**config.mk**
```make
export PLATFORM = sky130hd
export DESIGN_NAME = wb_ccd_seq
export DESIGN_NICKNAME = d
export VERILOG_FILES = /design/src/rtl/wb_ccd_seq_pkg.sv /design/src/rtl/wb_ccd_seq_step_timer.sv /design/src/rtl/wb_ccd_seq.sv
export SDC_FILE = /design/constraint.sdc
export NUM_CORES = 1
export LEC_CHECK = 0
export CAP_MARGIN = 25
export CORE_UTILIZATION = 40
export DETAILED_ROUTE_END_ITERATION = 12
export DONT_BUFFER_PORTS = 1
export HOLD_SLACK_MARGIN = 0.15
export REMOVE_ABC_BUFFERS = 1
export SETUP_SLACK_MARGIN = 0.1
export SLEW_MARGIN = 20
export SYNTH_ARGS = -nofsm -noshare
export SYNTH_HDL_FRONTEND = slang
export SYNTH_HIERARCHICAL = 1
export SYNTH_SLANG_ARGS = --single-unit
```
**constraint.sdc**
```tcl
create_clock -name wb_clk_i -period 4.19 [get_ports wb_clk_i]
set_input_delay 0.419 -clock wb_clk_i [delete_from_list [all_inputs] [get_ports wb_clk_i]]
set_output_delay 0.419 -clock wb_clk_i [all_outputs]
set_load 0.01 [all_outputs]
```
**src/rtl/wb_ccd_seq_pkg.sv**
```systemverilog
// Purpose: shared constants and types for the CCD clock sequencer.
// Latency: n/a (declarations only).
// Backpressure: n/a.
//
// Register byte offsets, CTRL/STATUS bit positions and the FSM state type.
package wb_ccd_seq_pkg;

  localparam logic [7:0] OFF_CTRL   = 8'h00;
  localparam logic [7:0] OFF_STATUS = 8'h04;
  localparam logic [7:0] OFF_DIV    = 8'h08;
  localparam logic [7:0] OFF_LEN    = 8'h0C;
  localparam logic [7:0] OFF_LINES  = 8'h10;
  localparam logic [7:0] OFF_IDLE   = 8'h14;
  localparam logic [7:0] OFF_PAT    = 8'h20;

  localparam int CTRL_EN_BIT      = 0;
  localparam int CTRL_ONESHOT_BIT = 1;

  localparam int STAT_BUSY_BIT  = 0;
  localparam int STAT_DONE_BIT  = 1;
  localparam int STAT_STEP_LSB  = 8;
  localparam int STAT_LINES_LSB = 16;

  typedef enum logic {
    ST_IDLE = 1'b0,
    ST_RUN  = 1'b1
  } state_t;

  // A programmed line count of 0 behaves like 1.
  function automatic logic [15:0] lines_target(input logic [15:0] lines);
    return (lines == 16'd0) ? 16'd1 : lines;
  endfunction

endpackage

```
**src/rtl/wb_ccd_seq_step_timer.sv**
```systemverilog
// Purpose: step-duration divider; counts down from div and fires tick at zero.
// Latency: tick is combinational from the count; one step lasts div+1 cycles.
// Backpressure: none; load has priority over counting.
//
// Ports: wb_clk_i/wb_rst_i clock and sync reset, load forces count=div,
// en advances the count, div reload value, tick high while count==0 and en.
module ccd_step_timer #(
  parameter int DIV_W = 16
) (
  input  logic             wb_clk_i,
  input  logic             wb_rst_i,
  input  logic             load,
  input  logic             en,
  input  logic [DIV_W-1:0] div,
  output logic             tick
);

  logic [DIV_W-1:0] cnt;

  assign tick = en && (cnt == '0);

  // Reload samples div live, so a DIV edit lands at the next reload.
  always_ff @(posedge wb_clk_i) begin
    if (wb_rst_i) begin
      cnt <= '0;
    end else if (load) begin
      cnt <= div;
    end else if (en) begin
      if (cnt == '0) cnt <= div;
      else           cnt <= cnt - DIV_W'(1);
    end
  end

endmodule

```
**src/rtl/wb_ccd_seq.sv**
```systemverilog
// Purpose: Wishbone-programmable CCD phase-clock sequencer (pattern table, per-step divider).
// Latency: bus ack/read data 1 cycle after access; o_phi follows the step register by 1 cycle.
// Backpressure: never stalls (wbs_sta_o=0); ack is single-cycle and never back-to-back.
//
// Ports: wb_clk_i/wb_rst_i clock and sync active-high reset; wbs_* caravel
// Wishbone slave; i_ext_en hardware enable gated with CTRL.EN; o_phi phase
// outputs (bit0 phi_p, 1 phi_l1, 2 phi_l2, 3 phi_r); o_busy in RUN;
// o_line_done one-cycle pulse per completed line.
module wb_ccd_seq
  import wb_ccd_seq_pkg::*;
#(
  parameter logic [31:0] BASE_ADDRESS = 32'h3000_0000,
  parameter int          N_PHASES     = 4,
  parameter int          STEPS        = 8,
  parameter int          DIV_W        = 16
) (
  input  logic                wb_clk_i,
  input  logic                wb_rst_i,
  input  logic                wbs_cyc_i,
  input  logic                wbs_stb_i,
  input  logic                wbs_we_i,
  input  logic [31:0]         wbs_adr_i,
  input  logic [31:0]         wbs_dat_i,
  output logic                wbs_ack_o,
  output logic                wbs_sta_o,
  output logic [31:0]         wbs_dat_o,
  input  logic                i_ext_en,
  output logic [N_PHASES-1:0] o_phi,
  output logic                o_busy,
  output logic                o_line_done
);

  localparam int          STEP_W    = $clog2(STEPS);
  localparam logic [31:0] WIN_BYTES = 32'(32 + 4 * STEPS);

  // ---------------- state ----------------
  state_t              state;
  logic                ctrl_en;
  logic                ctrl_oneshot;
  logic                done;
  logic [DIV_W-1:0]    div_q;
  logic [STEP_W-1:0]   len_q;
  logic [15:0]         lines_q;
  logic [N_PHASES-1:0] idle_q;
  logic [N_PHASES-1:0] pat_q [STEPS];
  logic [STEP_W-1:0]   step;
  logic [15:0]         line_cnt;

  // ---------------- bus decode ----------------
  logic [31:0]       off;
  logic              in_win;
  logic              acc;
  logic              wr;
  logic [5:0]        word;
  logic [5:0]        pat_word;
  logic [STEP_W-1:0] pat_idx;
  logic              wr_ctrl;
  logic [STEP_W-1:0] len_wr;
  logic [31:0]       rdata;
  logic              unused_bits;

  assign off      = wbs_adr_i - BASE_ADDRESS;
  assign in_win   = (wbs_adr_i >= BASE_ADDRESS) && (off < WIN_BYTES);
  // Gating with the current ack keeps a held strobe from being acked twice in a row.
  assign acc      = wbs_cyc_i && wbs_stb_i && !wbs_ack_o && in_win;
  assign wr       = acc && wbs_we_i;
  assign word     = off[7:2];
  assign pat_word = word - 6'(OFF_PAT[7:2]);
  assign pat_idx  = pat_word[STEP_W-1:0];
  assign wr_ctrl  = wr && (word == OFF_CTRL[7:2]);
  assign wbs_sta_o = 1'b0;

  // LEN is clamped when written, so reads return the value actually in use.
  assign len_wr = ({1'b0, wbs_dat_i[4:0]} >= 6'(STEPS)) ? STEP_W'(STEPS - 1)
                                                        : wbs_dat_i[STEP_W-1:0];

  assign unused_bits = ^{wbs_dat_i, pat_word};

  always_comb begin
    rdata = '0;
    case (word)
      OFF_CTRL[7:2]: begin
        rdata[CTRL_EN_BIT]      = ctrl_en;
        rdata[CTRL_ONESHOT_BIT] = ctrl_oneshot;
      end
      OFF_STATUS[7:2]: begin
        rdata[STAT_BUSY_BIT]                  = (state == ST_RUN);
        rdata[STAT_DONE_BIT]                  = done;
        rdata[STAT_STEP_LSB +: STEP_W]        = step;
        rdata[STAT_LINES_LSB +: 16]           = line_cnt;
      end
      OFF_DIV[7:2]:   rdata[DIV_W-1:0]    = div_q;
      OFF_LEN[7:2]:   rdata[STEP_W-1:0]   = len_q;
      OFF_LINES[7:2]: rdata[15:0]         = lines_q;
      OFF_IDLE[7:2]:  rdata[N_PHASES-1:0] = idle_q;
      default: begin
        if (word >= OFF_PAT[7:2]) rdata[N_PHASES-1:0] = pat_q[pat_idx];
      end
    endcase
  end

  always_ff @(posedge wb_clk_i) begin
    if (wb_rst_i) begin
      wbs_ack_o <= 1'b0;
      wbs_dat_o <= '0;
    end else begin
      wbs_ack_o <= acc;
      wbs_dat_o <= (acc && !wbs_we_i) ? rdata : '0;
    end
  end

  // ---------------- sequencing ----------------
  logic        run_ok;
  logic        tick;
  logic        line_end;
  logic        finish;
  logic        restart_wr;
  logic        timer_load;
  logic [15:0] new_lines;

  assign run_ok     = ctrl_en && i_ext_en;
  // ">=" rather than "==" so a LEN edited below the live step wraps on the next tick.
  assign line_end   = tick && (step >= len_q);
  assign new_lines  = (line_cnt == 16'hFFFF) ? line_cnt : line_cnt + 16'd1;
  assign finish     = (state == ST_RUN) && run_ok && line_end && ctrl_oneshot &&
                      (new_lines == lines_target(lines_q));
  // A CTRL write setting EN in the terminating cycle restarts instead of stopping.
  assign restart_wr = wr_ctrl && wbs_dat_i[CTRL_EN_BIT];
  assign timer_load = ((state == ST_IDLE) && run_ok) || (finish && restart_wr);
  assign o_busy     = (state == ST_RUN);

  ccd_step_timer #(
    .DIV_W (DIV_W)
  ) u_step_timer (
    .wb_clk_i (wb_clk_i),
    .wb_rst_i (wb_rst_i),
    .load     (timer_load),
    .en       (state == ST_RUN),
    .div      (div_q),
    .tick     (tick)
  );

  // Register file and FSM share one process because both own CTRL.EN and done.
  always_ff @(posedge wb_clk_i) begin
    if (wb_rst_i) begin
      state        <= ST_IDLE;
      ctrl_en      <= 1'b0;
      ctrl_oneshot <= 1'b0;
      done         <= 1'b0;
      div_q        <= '0;
      len_q        <= '0;
      lines_q      <= '0;
      idle_q       <= '0;
      step         <= '0;
      line_cnt     <= '0;
      o_phi        <= '0;
      o_line_done  <= 1'b0;
      for (int i = 0; i < STEPS; i++) pat_q[i] <= '0;
    end else begin
      o_line_done <= 1'b0;

      if (wr) begin
        case (word)
          OFF_CTRL[7:2]: begin
            ctrl_en      <= wbs_dat_i[CTRL_EN_BIT];
            ctrl_oneshot <= wbs_dat_i[CTRL_ONESHOT_BIT];
            done         <= 1'b0;
          end
          OFF_DIV[7:2]:   div_q   <= wbs_dat_i[DIV_W-1:0];
          OFF_LEN[7:2]:   len_q   <= len_wr;
          OFF_LINES[7:2]: lines_q <= wbs_dat_i[15:0];
          OFF_IDLE[7:2]:  idle_q  <= wbs_dat_i[N_PHASES-1:0];
          default: begin
            if (word >= OFF_PAT[7:2]) pat_q[pat_idx] <= wbs_dat_i[N_PHASES-1:0];
          end
        endcase
      end

      case (state)
        ST_IDLE: begin
          o_phi <= idle_q;
          if (run_ok) begin
            state    <= ST_RUN;
            step     <= '0;
            line_cnt <= '0;
            done     <= 1'b0;
          end
        end
        ST_RUN: begin
          if (!run_ok) begin
            // Partial line is dropped silently.
            state <= ST_IDLE;
            o_phi <= idle_q;
          end else begin
            o_phi <= pat_q[step];
            if (tick) begin
              if (line_end) begin
                step        <= '0;
                o_line_done <= 1'b1;
                line_cnt    <= new_lines;
                if (finish) begin
                  if (restart_wr) begin
                    line_cnt <= '0;
                    done     <= 1'b0;
                  end else begin
                    state   <= ST_IDLE;
                    ctrl_en <= 1'b0;
                    done    <= 1'b1;
                    o_phi   <= idle_q;
                  end
                end
              end else begin
                step <= step + STEP_W'(1);
              end
            end
          end
        end
        default: state <= ST_IDLE;
      endcase
    end
  end

endmodule

```
### After elaboration in Yosys (flattened, before gate mapping)

Memory sizes are Yosys's and may differ from the RTL's. A register that Yosys moved wholly into a read port is not among the register bits.
Cells that the tools add are included.

* memory bits (writable): 32
* memories: 1
* memory bits (read-only): 0
* bits in latches: 0
* flip-flop bits (word level): 116

Memory list
* pat_q: depth 8, width 4, rd ports 2, clocked after memory_dff 1, wr ports 8, line wb_ccd_seq.sv:45 `logic [N_PHASES-1:0] pat_q [STEPS];`

* reduce and logical (&&, ||, !) cells: 38
* shift operators: 0
* equality and inequality tests: 11
* muxes and demuxes: 68
* order comparisons: 5
* multipliers: 0
* div/mod/pow operators: 0
* add/sub/neg operators: 5
* bitwise operators: 5

Operators with widths (count)
* 16-bit 2-to-1 mux: 11
* 32-bit by 30-bit >= comparator with 1-bit output, second input constant: 1
* 16-bit zero test: 2
* 32-bit by 7-bit < comparator with 1-bit output, second input constant: 1
* 16-bit one-hot mux with 2 select lines: 1
* 32-bit by 30-bit subtractor with 32-bit output, second input constant: 1
* 1-bit 2-to-1 mux: 31
* 4-bit 2-to-1 mux: 7
* 3-bit 2-to-1 mux: 8
* 1-bit logical AND: 17
* 16-bit by 1-bit adder with 16-bit output, second input constant: 1
* 16-bit == test: 1
* 16-bit == test, second input constant: 1
* 4-bit one-hot mux with 2 select lines: 2
* 16-bit by 1-bit subtractor with 16-bit output, second input constant: 1
* 6-bit by 2-bit == test with 1-bit output, second input constant: 2
* 6-bit by 3-bit == test with 1-bit output, second input constant: 2
* 2-bit one-hot mux with 6 select lines: 1
* 5-bit one-hot mux with 2 select lines: 1
* 2-bit AND reduction: 5
* 3-bit one-hot mux with 3 select lines: 1
* 4-bit OR reduction: 2
* 6-bit by 1-bit == test with 1-bit output, second input constant: 1
* 6-bit by 4-bit >= comparator with 1-bit output, second input constant: 1
* 20 further kinds: 30

### Depth between registers and ports, before layout

* word-level depth: 13
* mapped depth: 16
* gate-level depth less buffers: 14

### By module

Netlist, hierarchy kept.

Modules (own cells, without submodules)
* wb_ccd_seq: cells an instance 666, area an instance 6625.1 um2, sequential area each 3022.9 um2, times used 1
* ccd_step_timer: cells an instance 151, area an instance 1182.4 um2, sequential area each 320.3 um2, times used 1

### Worst setup path before layout

No wires, ideal clock.

* path type: reg-to-reg
* start point: register line_cnt[0]
* end point: register u_step_timer.cnt[2]
* data required time: 4.115 ns
* path slack: 0.786 ns
* setup time: 0.075 ns
* stages on the path, launching flop included: 14
* data arrival time: 3.330 ns
* period minus slack after synthesis: 3.404 ns
* buffers on the path: 1
* cell sequence: dfxtp_1 > ha_1 > buf_2 > nand3_2 > nor4_1 > o32ai_1 > a221o_1 > nor4_2 > nand4b_1 > or4_1 > o21ai_0 > nor2_1 > or4_1 > a31oi_1

* longest elaborated chain between the ends: 7
* elaborated cells on any way between the ends: 9
* those cells by class: add/sub (1); eq/ne (2); mux (2); reduce/logical (4)

RTL lines
* start, declared: line wb_ccd_seq.sv:47 `logic [15:0] line_cnt;`
* start signal, assigned: line wb_ccd_seq.sv:200 `line_cnt <= new_lines;`
* 16-bit by 1-bit adder with 16-bit output / 16-bit == test (equally long branches): line wb_ccd_seq.sv:124 `assign new_lines = (line_cnt == 16'hFFFF) ? line_cnt : line_cnt + 16'd1;`
* 16-bit 2-to-1 mux *: line wb_ccd_seq.sv:124
* 16-bit == test *: line wb_ccd_seq.sv:126 `(new_lines == lines_target(lines_q));`
* 1-bit logical AND *: line wb_ccd_seq.sv:125 `assign finish = (state == ST_RUN) && run_ok && line_end && ctrl_oneshot &&`
* 1-bit logical AND *: line wb_ccd_seq.sv:129 `assign timer_load = ((state == ST_IDLE) && run_ok) || (finish && restart_wr);`
* 1-bit logical OR *: line wb_ccd_seq.sv:129
* named net timer_load: line wb_ccd_seq.sv:118 `logic timer_load;`
* 16-bit 2-to-1 mux / 2-bit nonzero test (equally long branches)
* end signal, assigned: line wb_ccd_seq_step_timer.sv:27 `cnt <= div;`
* end signal, assigned: line wb_ccd_seq_step_timer.sv:29 `if (cnt == '0) cnt <= div;`
* end signal, assigned: line wb_ccd_seq_step_timer.sv:30 `else cnt <= cnt - DIV_W'(1);`
* end, declared: line wb_ccd_seq_step_timer.sv:18 `logic [DIV_W-1:0] cnt;`

Mark *: on every way through the listed nets, which the timed path passes. The rest lies on a longest branch.
A chain may end at the register's enable or synchronous reset.

### Worst setup path in the final report

* start point: register line_cnt[0]
* end point: register u_step_timer.cnt[8]

The elaborated chain is that of the path after synthesis.

==> results.json <==
{
  "holdWs_ns": 0.176,
  "timing.setup.tns_ns": 0,
  "regToRegSetupSlack_ns": 0.38,
  "nNetsFinal": 904,
  "vias_in_the_first_global_route": 6112,
  "startpoint": "line_cnt[0]$_SDFFE_PP0P_",
  "critPathCaptureType": "register",
  "tightestPinTransition_ns": 0.804,
  "route.detailed.vias_per_inst": 5.86,
  "r2r-start": "line_cnt[0]$_SDFFE_PP0P_",
  "critical_path.reg2reg.endpoint": "u_step_timer/cnt[8]$_SDFFE_PP0P_",
  "clock_latency_ns": 0.43,
  "place.gp.congestion": 0.881,
  "timing.critical_path.from_type": "register",
  "leakage_uw": 0.00297,
  "status": "finished clean",
  "power_density_nw_per_um2": 353,
  "synth_warnings": 6,
  "core_area_um2": 18900,
  "grt_setup_unrepaired": "no",
  "detailed_route_wire_length_mm": 22.2,
  "timing_hold_violations_final": 0,
  "ctsLongestPathBuffers": 2,
  "cp_data_arrival_time_ns": 4.12,
  "clock-root-buffer": "sky130_fd_sc_hd__clkbuf_16",
  "post_cts_buffers": 0,
  "antenna_found_initial": 1,
  "slew_headroom_pct": 46.0,
  "synth-edff-count": 32,
  "required_ns": 4.50,
  "asr_flop_ratio_synth_pct": 0,
  "layout.cells.most_common": "sky130_fd_sc_hd__dfxtp_1",
  "syn-cell-area_um2": 7810,
  "die-width_um": 142,
  "place_inst": 1050,
  "ctsHtreeMaxLevel": 4,
  "synth_sequential_area_ratio_pct": 42.8,
  "clock.fmax_mhz": 262,
  "drt.antenna.violating_nets": 0,
  "grt_first_pass_wirelength_mm": 34.7,
  "effective_utilization_at_floorplan_pct": 41.3,
  "top_level_ports": 110,
  "layout_min_cycle_time_ns": 3.81,
  "cts_made_buffers": 17,
  "filler_cell_count": 1820,
  "path_clk_slew_ns": 0.06,
  "detail_route.iter0.violations": 488,
  "grt_max_degree": 62,
  "synthesis.area_per_instance_um2": 9.56,
  "class_of_the_most_critical_hold_timing_path": "in -> reg",
  "timing.setup.critical_path_class": "reg -> reg",
  "number_of_iterations_in_the_first_detailed_routing_pass": 6,
  "ffs_latches_synth": 151,
  "fin_skew_ns": 0.00904,
  "most_used_cells_in_the_layout_excluding_fill_and_tap_cells": "sky130_fd_sc_hd__dfxtp_1 (119), sky130_fd_sc_hd__nor2_1 (103), sky130_fd_sc_hd__mux2i_1 (48)",
  "vdd_ir_drop_max_mv": 0.261,
  "route.detailed.wl_per_inst_um": 20.2,
  "min_period_over_period_pct": 91.0,
  "critical_path_fanouts_max": 9,
  "final_power_uw": 3140,
  "grt_use_total_pct": 23.0,
  "layout.core_utilization_pct": 47.0,
  "cts_tree": "built",
  "cp-endpoint": "u_step_timer/cnt[8]$_SDFFE_PP0P_",
  "die_height_um": 142,
  "grt.overflow.total": 0,
  "post-dp-hpwl_mm": 15.4,
  "finalMaxSlewViolations": 0,
  "clock-sinks": 151,
  "r2r.worst_path.cells": 14,
  "design.die.area_um2": 20100,
  "dominantRegCellSynth": "sky130_fd_sc_hd__dfxtp_1",
  "area_growth_syn_to_layout_pct": 13.8,
  "maxCapViolations": 0,
  "drive_gt1_share_pct": 13.7,
  "final_cell_count_without_fillers": 1101,
  "ys_types": 83,
  "num_rows": 50,
  "route.vias.total": 6447,
  "route.detailed.drc": 0,
  "synth_cells": 817,
  "port_buffers": 0,
  "setup_viol": 0
}
## cell families after synthesis
logic type	count (synthesis)	share of synthesized area, %
flip-flops	151	42.8
AO/OA/AOI/OAI	142	12.6
multiplexers	68	11.5
buffers and inverters	78	4.60
other	1	0.0480
AND/OR/NAND/NOR	352	25.3
adder cells (fa/ha/maj)	7	1.12
XOR/XNOR	18	2.02
## worst min path at each step
stage                                                  from                           endpoint  slack (ns)  depth (start not counted)
after floorplan           u_step_timer/cnt[15]$_SDFFE_PP0P_  u_step_timer/cnt[15]$_SDFFE_PP0P_        0.45                          2
after global placement                      done$_SDFF_PP0_                    done$_SDFF_PP0_        0.47                          2
after detailed placement  u_step_timer/cnt[15]$_SDFFE_PP0P_  u_step_timer/cnt[15]$_SDFFE_PP0P_        0.48                          2
after CTS                                          wb_rst_i                 ctrl_en$_SDFF_PP0_        0.17                          2
after global routing                           wbs_dat_i[0]          pat_q[3][0]$_SDFFCE_PN0P_        0.17                          1
final                                          wbs_dat_i[4]              len_q[0]$_SDFFE_PP0P_        0.18                          2
## cell usage after synthesis (14+ instances only)
| cell | n | area (µm²) |
|---|---|---|
| sky130_fd_sc_hd__dfxtp_1 | 119 | 2380 |
| sky130_fd_sc_hd__nor2_1 | 103 | 387 |
| sky130_fd_sc_hd__mux2i_1 | 48 | 480 |
| sky130_fd_sc_hd__and2_1 | 41 | 257 |
| sky130_fd_sc_hd__a21oi_1 | 35 | 175 |
| sky130_fd_sc_hd__nand2_1 | 33 | 124 |
| sky130_fd_sc_hd__edfxtp_1 | 32 | 961 |
| sky130_fd_sc_hd__clkbuf_1 | 31 | 116 |
| sky130_fd_sc_hd__nor4_1 | 28 | 175 |
| sky130_fd_sc_hd__nand3_1 | 25 | 125 |
| sky130_fd_sc_hd__inv_1 | 22 | 82.6 |
| sky130_fd_sc_hd__nor3_1 | 22 | 110 |
| sky130_fd_sc_hd__mux4_2 | 17 | 383 |
| sky130_fd_sc_hd__o21ai_0 | 16 | 80.1 |
| sky130_fd_sc_hd__a22oi_1 | 14 | 105 |
## power breakdown
part	internal (µW)	total, µW	switching, µW
Sequential	1500	1510	10.9
Clock	916	1530	614
Combinational	48.0	95.7	47.7
Total	2460	3140	672
## worst max-delay path, cell delays in order, from the launching register on
cell and delay, ns:
sky130_fd_sc_hd__dfxtp_1 0.47, sky130_fd_sc_hd__ha_1 0.23, sky130_fd_sc_hd__nand3_2 0.16, sky130_fd_sc_hd__nor4_1 0.33
sky130_fd_sc_hd__o32ai_1 0.21, sky130_fd_sc_hd__a221o_1 0.35, sky130_fd_sc_hd__nor4_2 0.26, sky130_fd_sc_hd__nand4b_1 0.17
sky130_fd_sc_hd__or4_1 0.60, sky130_fd_sc_hd__o21ai_2 0.15, sky130_fd_sc_hd__buf_4 0.19, sky130_fd_sc_hd__buf_4 0.16
sky130_fd_sc_hd__nor2_2 0.11, sky130_fd_sc_hd__mux2i_1 0.21, sky130_fd_sc_hd__a21oi_1 0.09
## through the flow
stage	cell area [µm²]	setup WS (ns)
2_1_floorplan	7530	0.0220
5_1_grt	8890	0.193
3_3_place_gp	8100	0.362
4_1_cts	8880	0.347
3_5_place_dp	8100	0.346
6_report	8890	0.377
## sequential cells by signal, summed over array words and instances (netlist names), named ones only
| signal | cells |
|---|---|
| step | 3 |
| wbs_dat_o | 32 |
| line_cnt | 16 |
| idle_q | 4 |
| ctrl_en | 1 |
| lines_q | 16 |
| wbs_ack_o | 1 |
| div_q | 16 |
| o_line_done | 1 |
| u_step_timer/cnt | 16 |
| ctrl_oneshot | 1 |
| pat_q | 32 |
| len_q | 3 |
| o_phi | 4 |
| o_busy | 1 |
| done | 1 |
## per-layer routing
| layer | vias up | global-route usage [%] | part of all wire (%) |
|---|---|---|---|
| met4 | 0 | 11.1 | 3.5 |
| met5 | - | 0 | 0 |
| met1 | 3071 | 31.1 | 44 |
| met2 | 269 | 34.9 | 45 |
| li1 | 3055 | - | - |
| met3 | 52 | 4.69 | 7.0 |
## repair_timing
item | CTS | global route
hold endpoints to repair | 63 | 0
hold buffers | 18 | 0
resized for setup | 0 | 1
setup endpoints to repair | 0 | 3
## area by class of cell
type                       instances  area (µm²)  area share (%)
antenna                            1        2.50          0.0282
multi-input combinational        588        4120            46.4
clock inverter                    11         123            1.38
clock buffer                      21         463            5.21
tap                              260         325            3.66
sequential                       151        3340            37.6
inverter                          22        82.6           0.929
timing repair buffer              47         428            4.81
Power figures use the tool's default switching activity.
